--- src/rtl/id_stage_if.sv ---
// Fetch <-> decode boundary: the IF/ID register contents flowing into decode
// and the stall/flush/redirect controls flowing back to fetch.
interface id_stage_if #(
   parameter int XLEN = 32
);
   // {valid, pc, instr}
   logic [2*XLEN:0] if_id_in;
   logic            stall_out;
   logic            flush_out;
   logic            redirect_valid;
   logic [XLEN-1:0] redirect_pc;

   modport master (
      output if_id_in,
      input  stall_out, flush_out, redirect_valid, redirect_pc
   );

   modport slave (
      input  if_id_in,
      output stall_out, flush_out, redirect_valid, redirect_pc
   );
endinterface

--- src/rtl/id_stage.sv ---
// RV32I decode stage: decodes IF/ID, reads the register file, loads ID/EX,
// and produces the load-use stall and JAL redirect/flush for fetch.
module id_stage #(
   parameter int NUM_REGS = 32,
   parameter int XLEN     = 32
) (
   input  logic            clk,
   input  logic            rst,
   id_stage_if.slave       fe,
   input  logic            stall_in,
   input  logic            ex_flush,
   input  logic            wb_en,
   input  logic [4:0]      wb_rd,
   input  logic [XLEN-1:0] wb_data,
   output logic            idex_valid,
   output logic [XLEN-1:0] idex_pc,
   output logic [XLEN-1:0] idex_rs1_data,
   output logic [XLEN-1:0] idex_rs2_data,
   output logic [XLEN-1:0] idex_imm,
   output logic [4:0]      idex_rs1,
   output logic [4:0]      idex_rs2,
   output logic [4:0]      idex_rd,
   output logic [2:0]      idex_funct3,
   output logic [3:0]      idex_alu_op,
   output logic            idex_alu_src_imm,
   output logic            idex_alu_src_pc,
   output logic            idex_mem_read,
   output logic            idex_mem_write,
   output logic            idex_reg_write,
   output logic            idex_is_branch,
   output logic            idex_is_jump,
   output logic            idex_illegal
);
   localparam logic [6:0] OPC_OP_IMM = 7'b0010011;
   localparam logic [6:0] OPC_OP     = 7'b0110011;
   localparam logic [6:0] OPC_LUI    = 7'b0110111;
   localparam logic [6:0] OPC_AUIPC  = 7'b0010111;
   localparam logic [6:0] OPC_LOAD   = 7'b0000011;
   localparam logic [6:0] OPC_STORE  = 7'b0100011;
   localparam logic [6:0] OPC_BRANCH = 7'b1100011;
   localparam logic [6:0] OPC_JAL    = 7'b1101111;
   localparam logic [6:0] OPC_JALR   = 7'b1100111;

   localparam logic [3:0] ALU_ADD = 4'd0, ALU_SUB = 4'd1, ALU_SLL = 4'd2, ALU_SLT = 4'd3,
                          ALU_SLTU = 4'd4, ALU_XOR = 4'd5, ALU_SRL = 4'd6, ALU_SRA = 4'd7,
                          ALU_OR = 4'd8, ALU_AND = 4'd9, ALU_PASS_B = 4'd10;

   typedef struct packed {
      logic            valid;
      logic [XLEN-1:0] pc;
      logic [XLEN-1:0] rs1_data;
      logic [XLEN-1:0] rs2_data;
      logic [XLEN-1:0] imm;
      logic [4:0]      rs1;
      logic [4:0]      rs2;
      logic [4:0]      rd;
      logic [2:0]      funct3;
      logic [3:0]      alu_op;
      logic            alu_src_imm;
      logic            alu_src_pc;
      logic            mem_read;
      logic            mem_write;
      logic            reg_write;
      logic            is_branch;
      logic            is_jump;
      logic            illegal;
   } idex_t;

   idex_t           dec, idex_d, idex_q;
   logic [XLEN-1:0] rf_q [NUM_REGS];

   logic            if_valid;
   logic [XLEN-1:0] if_pc, instr;
   logic [6:0]      opcode;
   logic [4:0]      rd, rs1, rs2;
   logic [2:0]      funct3;
   logic            funct7_b5;
   logic signed [XLEN-1:0] imm_i, imm_s, imm_b, imm_u, imm_j;
   logic            rs1_used, rs2_used, ld_hazard, stall_raw, jal_fire;

   assign if_valid  = fe.if_id_in[2*XLEN];
   assign if_pc     = fe.if_id_in[2*XLEN-1:XLEN];
   assign instr     = fe.if_id_in[XLEN-1:0];
   assign opcode    = instr[6:0];
   assign rd        = instr[11:7];
   assign funct3    = instr[14:12];
   assign rs1       = instr[19:15];
   assign rs2       = instr[24:20];
   assign funct7_b5 = instr[30];

   assign imm_i = {{20{instr[31]}}, instr[31:20]};
   assign imm_s = {{20{instr[31]}}, instr[31:25], instr[11:7]};
   assign imm_b = {{19{instr[31]}}, instr[31], instr[7], instr[30:25], instr[11:8], 1'b0};
   assign imm_u = {instr[31:12], 12'b0};
   assign imm_j = {{11{instr[31]}}, instr[31], instr[19:12], instr[20], instr[30:21], 1'b0};

   // Write-first: a same-cycle writeback to the source register is returned directly.
   function automatic logic [XLEN-1:0] rf_read(input logic [4:0] idx);
      if (idx == 5'd0)                return '0;
      else if (wb_en && wb_rd == idx) return wb_data;
      else                            return rf_q[idx];
   endfunction

   function automatic logic [3:0] alu_sel(input logic [2:0] f3, input logic alt);
      case (f3)
         3'b000:  return alt ? ALU_SUB : ALU_ADD;
         3'b001:  return ALU_SLL;
         3'b010:  return ALU_SLT;
         3'b011:  return ALU_SLTU;
         3'b100:  return ALU_XOR;
         3'b101:  return alt ? ALU_SRA : ALU_SRL;
         3'b110:  return ALU_OR;
         default: return ALU_AND;
      endcase
   endfunction

   always_comb begin
      dec          = '0;
      dec.valid    = 1'b1;
      dec.pc       = if_pc;
      dec.rs1_data = rf_read(rs1);
      dec.rs2_data = rf_read(rs2);
      dec.rs1      = rs1;
      dec.rs2      = rs2;
      dec.rd       = rd;
      dec.funct3   = funct3;
      dec.alu_op   = ALU_ADD;
      case (opcode)
         OPC_OP_IMM: begin
            dec.imm         = imm_i;
            dec.alu_src_imm = 1'b1;
            dec.reg_write   = 1'b1;
            dec.alu_op      = alu_sel(funct3, funct7_b5 && funct3 == 3'b101);
         end
         OPC_OP: begin
            dec.reg_write = 1'b1;
            dec.alu_op    = alu_sel(funct3, funct7_b5);
         end
         OPC_LUI: begin
            dec.imm         = imm_u;
            dec.alu_op      = ALU_PASS_B;
            dec.alu_src_imm = 1'b1;
            dec.reg_write   = 1'b1;
         end
         OPC_AUIPC: begin
            dec.imm         = imm_u;
            dec.alu_src_pc  = 1'b1;
            dec.alu_src_imm = 1'b1;
            dec.reg_write   = 1'b1;
         end
         OPC_LOAD: begin
            dec.imm         = imm_i;
            dec.alu_src_imm = 1'b1;
            dec.mem_read    = 1'b1;
            dec.reg_write   = 1'b1;
         end
         OPC_STORE: begin
            dec.imm         = imm_s;
            dec.alu_src_imm = 1'b1;
            dec.mem_write   = 1'b1;
         end
         OPC_BRANCH: begin
            dec.imm       = imm_b;
            dec.alu_op    = ALU_SUB;
            dec.is_branch = 1'b1;
         end
         OPC_JAL: begin
            dec.imm       = imm_j;
            dec.is_jump   = 1'b1;
            dec.reg_write = 1'b1;
         end
         OPC_JALR: begin
            dec.imm         = imm_i;
            dec.alu_src_imm = 1'b1;
            dec.is_jump     = 1'b1;
            dec.reg_write   = 1'b1;
         end
         default: dec.illegal = 1'b1;
      endcase
      if (rd == 5'd0) dec.reg_write = 1'b0;
   end

   assign rs1_used  = !(opcode == OPC_LUI || opcode == OPC_AUIPC || opcode == OPC_JAL);
   assign rs2_used  = (opcode == OPC_OP || opcode == OPC_STORE || opcode == OPC_BRANCH);
   assign ld_hazard = if_valid && idex_q.valid && idex_q.mem_read && (idex_q.rd != 5'd0) &&
                      ((rs1_used && rs1 == idex_q.rd) || (rs2_used && rs2 == idex_q.rd));
   assign stall_raw = stall_in || ld_hazard;
   assign jal_fire  = !rst && !ex_flush && !stall_raw && if_valid && opcode == OPC_JAL;

   assign fe.stall_out      = !rst && !ex_flush && stall_raw;
   assign fe.flush_out      = jal_fire;
   assign fe.redirect_valid = jal_fire;
   assign fe.redirect_pc    = if_pc + imm_j;

   always_comb begin
      idex_d = dec;
      if (ex_flush)                    idex_d = '0;
      else if (stall_in)               idex_d = idex_q;
      else if (ld_hazard || !if_valid) idex_d = '0;
   end

   // ID/EX pipeline register
   always_ff @(posedge clk) begin
      if (rst) idex_q <= '0;
      else     idex_q <= idex_d;
   end

   always_ff @(posedge clk) begin
      if (rst) begin
         for (int i = 0; i < NUM_REGS; i++) rf_q[i] <= '0;
      end else if (wb_en && wb_rd != 5'd0) begin
         rf_q[wb_rd] <= wb_data;
      end
   end

   assign idex_valid       = idex_q.valid;
   assign idex_pc          = idex_q.pc;
   assign idex_rs1_data    = idex_q.rs1_data;
   assign idex_rs2_data    = idex_q.rs2_data;
   assign idex_imm         = idex_q.imm;
   assign idex_rs1         = idex_q.rs1;
   assign idex_rs2         = idex_q.rs2;
   assign idex_rd          = idex_q.rd;
   assign idex_funct3      = idex_q.funct3;
   assign idex_alu_op      = idex_q.alu_op;
   assign idex_alu_src_imm = idex_q.alu_src_imm;
   assign idex_alu_src_pc  = idex_q.alu_src_pc;
   assign idex_mem_read    = idex_q.mem_read;
   assign idex_mem_write   = idex_q.mem_write;
   assign idex_reg_write   = idex_q.reg_write;
   assign idex_is_branch   = idex_q.is_branch;
   assign idex_is_jump     = idex_q.is_jump;
   assign idex_illegal     = idex_q.illegal;
endmodule

--- src/flat_wrapper.sv ---
// flat-port wrapper written by rule: the top's interface ports become plain ports
module id_stage_flat 
#(
   parameter int NUM_REGS = 32,
   parameter int XLEN     = 32
)
  (clk, rst, stall_in, ex_flush, wb_en, wb_rd, wb_data, idex_valid, idex_pc, idex_rs1_data, idex_rs2_data, idex_imm, idex_rs1, idex_rs2, idex_rd, idex_funct3, idex_alu_op, idex_alu_src_imm, idex_alu_src_pc, idex_mem_read, idex_mem_write, idex_reg_write, idex_is_branch, idex_is_jump, idex_illegal, fe_if_id_in, fe_stall_out, fe_flush_out, fe_redirect_valid, fe_redirect_pc);
  id_stage_if #(.XLEN(XLEN)) fe_i ();
  input  logic clk;
  input  logic rst;
  input  logic stall_in;
  input  logic ex_flush;
  input  logic wb_en;
  input  logic [4:0] wb_rd;
  input  logic [XLEN-1:0] wb_data;
  output logic idex_valid;
  output logic [XLEN-1:0] idex_pc;
  output logic [XLEN-1:0] idex_rs1_data;
  output logic [XLEN-1:0] idex_rs2_data;
  output logic [XLEN-1:0] idex_imm;
  output logic [4:0] idex_rs1;
  output logic [4:0] idex_rs2;
  output logic [4:0] idex_rd;
  output logic [2:0] idex_funct3;
  output logic [3:0] idex_alu_op;
  output logic idex_alu_src_imm;
  output logic idex_alu_src_pc;
  output logic idex_mem_read;
  output logic idex_mem_write;
  output logic idex_reg_write;
  output logic idex_is_branch;
  output logic idex_is_jump;
  output logic idex_illegal;
  input wire logic [$bits(fe_i.if_id_in)-1:0] fe_if_id_in;
  output wire logic [$bits(fe_i.stall_out)-1:0] fe_stall_out;
  output wire logic [$bits(fe_i.flush_out)-1:0] fe_flush_out;
  output wire logic [$bits(fe_i.redirect_valid)-1:0] fe_redirect_valid;
  output wire logic [$bits(fe_i.redirect_pc)-1:0] fe_redirect_pc;
  assign fe_i.if_id_in = fe_if_id_in;
  assign fe_stall_out = fe_i.stall_out;
  assign fe_flush_out = fe_i.flush_out;
  assign fe_redirect_valid = fe_i.redirect_valid;
  assign fe_redirect_pc = fe_i.redirect_pc;
  id_stage #(.NUM_REGS(NUM_REGS), .XLEN(XLEN)) u_core (.clk(clk), .rst(rst), .fe(fe_i), .stall_in(stall_in), .ex_flush(ex_flush), .wb_en(wb_en), .wb_rd(wb_rd), .wb_data(wb_data), .idex_valid(idex_valid), .idex_pc(idex_pc), .idex_rs1_data(idex_rs1_data), .idex_rs2_data(idex_rs2_data), .idex_imm(idex_imm), .idex_rs1(idex_rs1), .idex_rs2(idex_rs2), .idex_rd(idex_rd), .idex_funct3(idex_funct3), .idex_alu_op(idex_alu_op), .idex_alu_src_imm(idex_alu_src_imm), .idex_alu_src_pc(idex_alu_src_pc), .idex_mem_read(idex_mem_read), .idex_mem_write(idex_mem_write), .idex_reg_write(idex_reg_write), .idex_is_branch(idex_is_branch), .idex_is_jump(idex_is_jump), .idex_illegal(idex_illegal));
endmodule
--- config.mk ---
export PLATFORM = sky130hd
export DESIGN_NAME = id_stage_flat
export DESIGN_NICKNAME = d
export VERILOG_FILES = /design/src/rtl/id_stage_if.sv /design/src/rtl/id_stage.sv /design/src/flat_wrapper.sv
export SDC_FILE = /design/constraint.sdc
export NUM_CORES = 2
export LEC_CHECK = 0
export CAP_MARGIN = 10
export CORE_UTILIZATION = 43
export DETAILED_ROUTE_END_ITERATION = 7
export GPL_TIMING_DRIVEN = 0
export HOLD_SLACK_MARGIN = 0.15
export PLACE_DENSITY_LB_ADDON = 0.3
export REMOVE_ABC_BUFFERS = 1
export SYNTH_ARGS = -nofsm -noshare
export SYNTH_HDL_FRONTEND = slang
export SYNTH_SLANG_ARGS = --single-unit
export TNS_END_PERCENT = 20
--- constraint.sdc ---
create_clock -name clk -period 4.9 [get_ports clk]
set_clock_uncertainty 0.2 [all_clocks]
set_input_delay 0.98 -clock clk [delete_from_list [all_inputs] [get_ports clk]]
set_output_delay 0.98 -clock clk [all_outputs]
set_load 0.02 [all_outputs]
==> flow_summary.yaml <==
outcome:
  run_status: "complete, but fails checks"
  violations: "setup timing"
finish:
  instances_no_fill: 6903
  nNetsFinal: 5012
  final_layout_size_suffix_gt1_frac: 0.181
  syn_to_final_growth_pct: 17.7
  multi_input_area_sq_um: 28100
  regArea_sq_um: 33900
  nFillCells: 12198
  fin_util: 0.511
setup_path:
  critPathLaunch: "fe_if_id_in[21]"
  reg2regPathDepth: 8
  cp-end-kind: "primary output"
  r2r_slack_ns: 1.74
  critPathKind: "input pin to primary output"
  crit_path_end: "fe_redirect_pc[27]"
  r2r_start: "u_core.idex_rd[0]"
  cp_data_required_time_ns: 3.72
  startpoint_type: "input pin"
  path_max_fanout: 33
  r2r-end: "u_core.idex_rs1_data[31]"
  arrival_ns: 3.73
clock_network:
  cts_tree: "yes"
  cts-buffers-inserted: 136
  htreeDepth: 4
  clock_path_buffers: 3
  cts.reportedPaths.clkPinSlew_ns: 0.06
  cts-root-buf: "clkbuf_16"
  clock_sinks: 1183
  holdBufCountCts: 0
  clock_latency_ns: 0.80
sta:
  drv_slew: 0
  finalCritPeriodShare: 1.00
  finalWorstSetupSlack_ns: -0.0134
  fin_tns_setup_ns: -0.0134
  setup_viol: 1
  rsz0062_at_grt: "true"
  maxClockFrequency_mhz: 204
  period_minus_slack_ns: 4.91
  worst_slew_pin_slew_ns: 1.13
  slew_headroom: 0.243
  finalHoldViolations: 0
floorplan:
  die-area_sq_um: 149000
  num_rows: 140
  io_pins: 301
  die_w_um: 386
  die_h_um: 386
  core-area_sq_um: 146000
  initial_core_util: 0.435
yosys:
  seq_area_frac_synth: 0.534
  yosysTopAreaCell: "edfxtp_1"
  ys_ff_latch: 1183
  synth_warnings: 0
  syn_inst: 4735
  syn-cell-area_sq_um: 63500
  synth_ff_type: "edfxtp_1"
  yosysUniqueCellTypes: 72
  synth-edff-count: 1024
  yosysMostFrequentCell: "and2_1"
  synth_top_area_share: 0.484
  async_reset_ff_frac: 0
  netlist_top_cells_area: "edfxtp_1 (48%), mux4_2 (14%), and2_1 (11%)"
  syn_avg_cell_area_sq_um: 13.4
  synthTopCellsByCount: "and2_1 (1123), edfxtp_1 (1024), mux2i_1 (386), mux4_2 (384), clkbuf_1 (318)"
pwr:
  p_sw_mw: 6.52
  cellLeakagePower_nw: 26.7
  p_total_mw: 25.2
  p_per_area_nw_per_um2: 338
  switching_share: 0.258
  power.share.sequential: 0.463
  clockPowerShare: 0.399
  p_int_mw: 18.7
  vdd_drop_max_uv: 230
  comb_power_share: 0.137
grt:
  grt_pass1_vias: 43479
  antenna_found_initial: 25
  grt_pass1_wl_um: 320000
  overflow: 0
  grt_max_degree: 86
  grtUsageTotal: 0.306
place:
  dpl_worst_slack_ns: -2.04
  port_buffers: 300
  place_congestion: 0.864
  dpl.hpwl_um: 133000
  placedCellCount: 6623
drt:
  drt-pass1-iter-count: 7
  ant_nets: 0
  via_per_inst: 6.48
  routedWlPerCell_um: 33.5
  num_vias: 44711
  drt-total-wl_um: 231000
  drc: 0
  drt_iter0_drc: 6503
hold_path:
  hp-class: "register to register"
flow_run:
  maxCapViolCount: 0
-- cells by family (layout without fill, tap and decap cells) --
family                     after synthesis  after routing  share of synthesized area
DFF                                   1183           1183                      0.534
and+or+nand+nor                       1620           1620                      0.146
muxes                                  834            834                      0.208
xor gates and xnor gates                48             48                    0.00662
AOI/OAI and AO/OA                      553            556                     0.0634
other                                    1             39                  0.0000591
buffers and inverters                  465            675                     0.0346
adders and majority gates               31             31                    0.00623
-- how the worst min path moves through the flow --
| stage | cells past startpoint | startpoint | to | slack (ns) |
|---|---|---|---|---|
| after floorplan | 2 | u_core.idex_rs1_data[10] | u_core.idex_rs1_data[10] | 0.33 |
| after global placement | 2 | u_core.idex_imm[15] | u_core.idex_imm[15] | 0.23 |
| after global routing | 2 | u_core.idex_rs2_data[2] | u_core.idex_rs2_data[2] | 0.27 |
| after CTS | 2 | u_core.idex_rs1_data[13] | u_core.idex_rs1_data[13] | 0.25 |
| final | 2 | u_core.idex_rs1_data[13] | u_core.idex_rs1_data[13] | 0.25 |
| after detailed placement | 2 | u_core.idex_imm[15] | u_core.idex_imm[15] | 0.24 |
-- per-layer routing --
layer	GRT usage	vias up	wire length (um)
li1	-	18247	-
met1	0.390	22468	84500
met2	0.485	3187	106000
met3	0.0757	791	28000
met4	0.156	18	13100
met5	0	-	154
-- flip-flops by register name, indices dropped and copies added (netlist names), 3 cells and up --
name / flops
u_core.rf_q: 1024
u_core.idex_funct3: 3
u_core.idex_imm: 32
u_core.idex_rs1_data: 32
u_core.idex_rs2_data: 32
u_core.idex_rs1: 5
u_core.idex_pc: 32
u_core.idex_rd: 5
u_core.idex_rs2: 5
u_core.idex_alu_op: 4
-- cell usage in the layout (no fill, tap or decap), types with 66 or more instances in the layout --
| master | netlist | layout |
|---|---|---|
| a22oi_1 | 68 | 68 |
| and2_1 | 1123 | 1122 |
| clkbuf_16 | 0 | 142 |
| clkdlybuf4s50_1 | 0 | 260 |
| dfxtp_1 | 159 | 159 |
| edfxtp_1 | 1024 | 1024 |
| mux2i_1 | 386 | 386 |
| mux4_2 | 384 | 384 |
| nand2_1 | 121 | 121 |
| nor2_1 | 191 | 157 |
| nor3_1 | 85 | 83 |
| o221ai_1 | 121 | 121 |
| o22ai_1 | 66 | 66 |
-- timing repair --
action,4_1_cts,5_1_grt
endpoints found under the setup margin,89,20
setup buffers,6,0
pin swaps,10,6
gates cloned,22,0
gates resized for setup,107,22
-- worst max-delay path, cell delays in order --
cell and delay (ns):
buf_16 0.19, buf_16 0.22, ha_1 0.25, fa_2 0.37
a21o_1 0.23, a221oi_4 0.34, a211o_4 0.24, a211oi_2 0.12
a311oi_1 0.33, xnor2_1 0.21, buf_4 0.20
-- final cells by class --
type                            instances  share of cell area
Tap cell                             1917              0.0321
Sequential cell                      1183               0.454
Clock buffer                          187              0.0513
Clock inverter                         56             0.00665
Timing Repair Buffer                  422              0.0794
Multi-Input combinational cell       3121               0.376
Antenna cell                            7            0.000234
Inverter                               10            0.000519
-- power by group through the flow --
stage,Sequential (mW),Combinational (mW),Clock (mW)
final,11.7,3.47,10.1
after global routing,11.7,3.60,10.5
after CTS,11.7,3.41,10.1
after detailed placement,11.9,3.28,0
after global placement,11.9,4.01,0
after floorplan,11.8,1.67,0
-- per-stage QoR --
step | area [sq um] | hold WS (ns)
2_1_floorplan | 61400 | 0.326
3_3_place_gp | 66800 | 0.233
3_5_place_dp | 69400 | 0.241
4_1_cts | 74600 | 0.251
5_1_grt | 74700 | 0.268
6_report | 74700 | 0.247
Note: power is estimated with default switching activity, not from simulation.
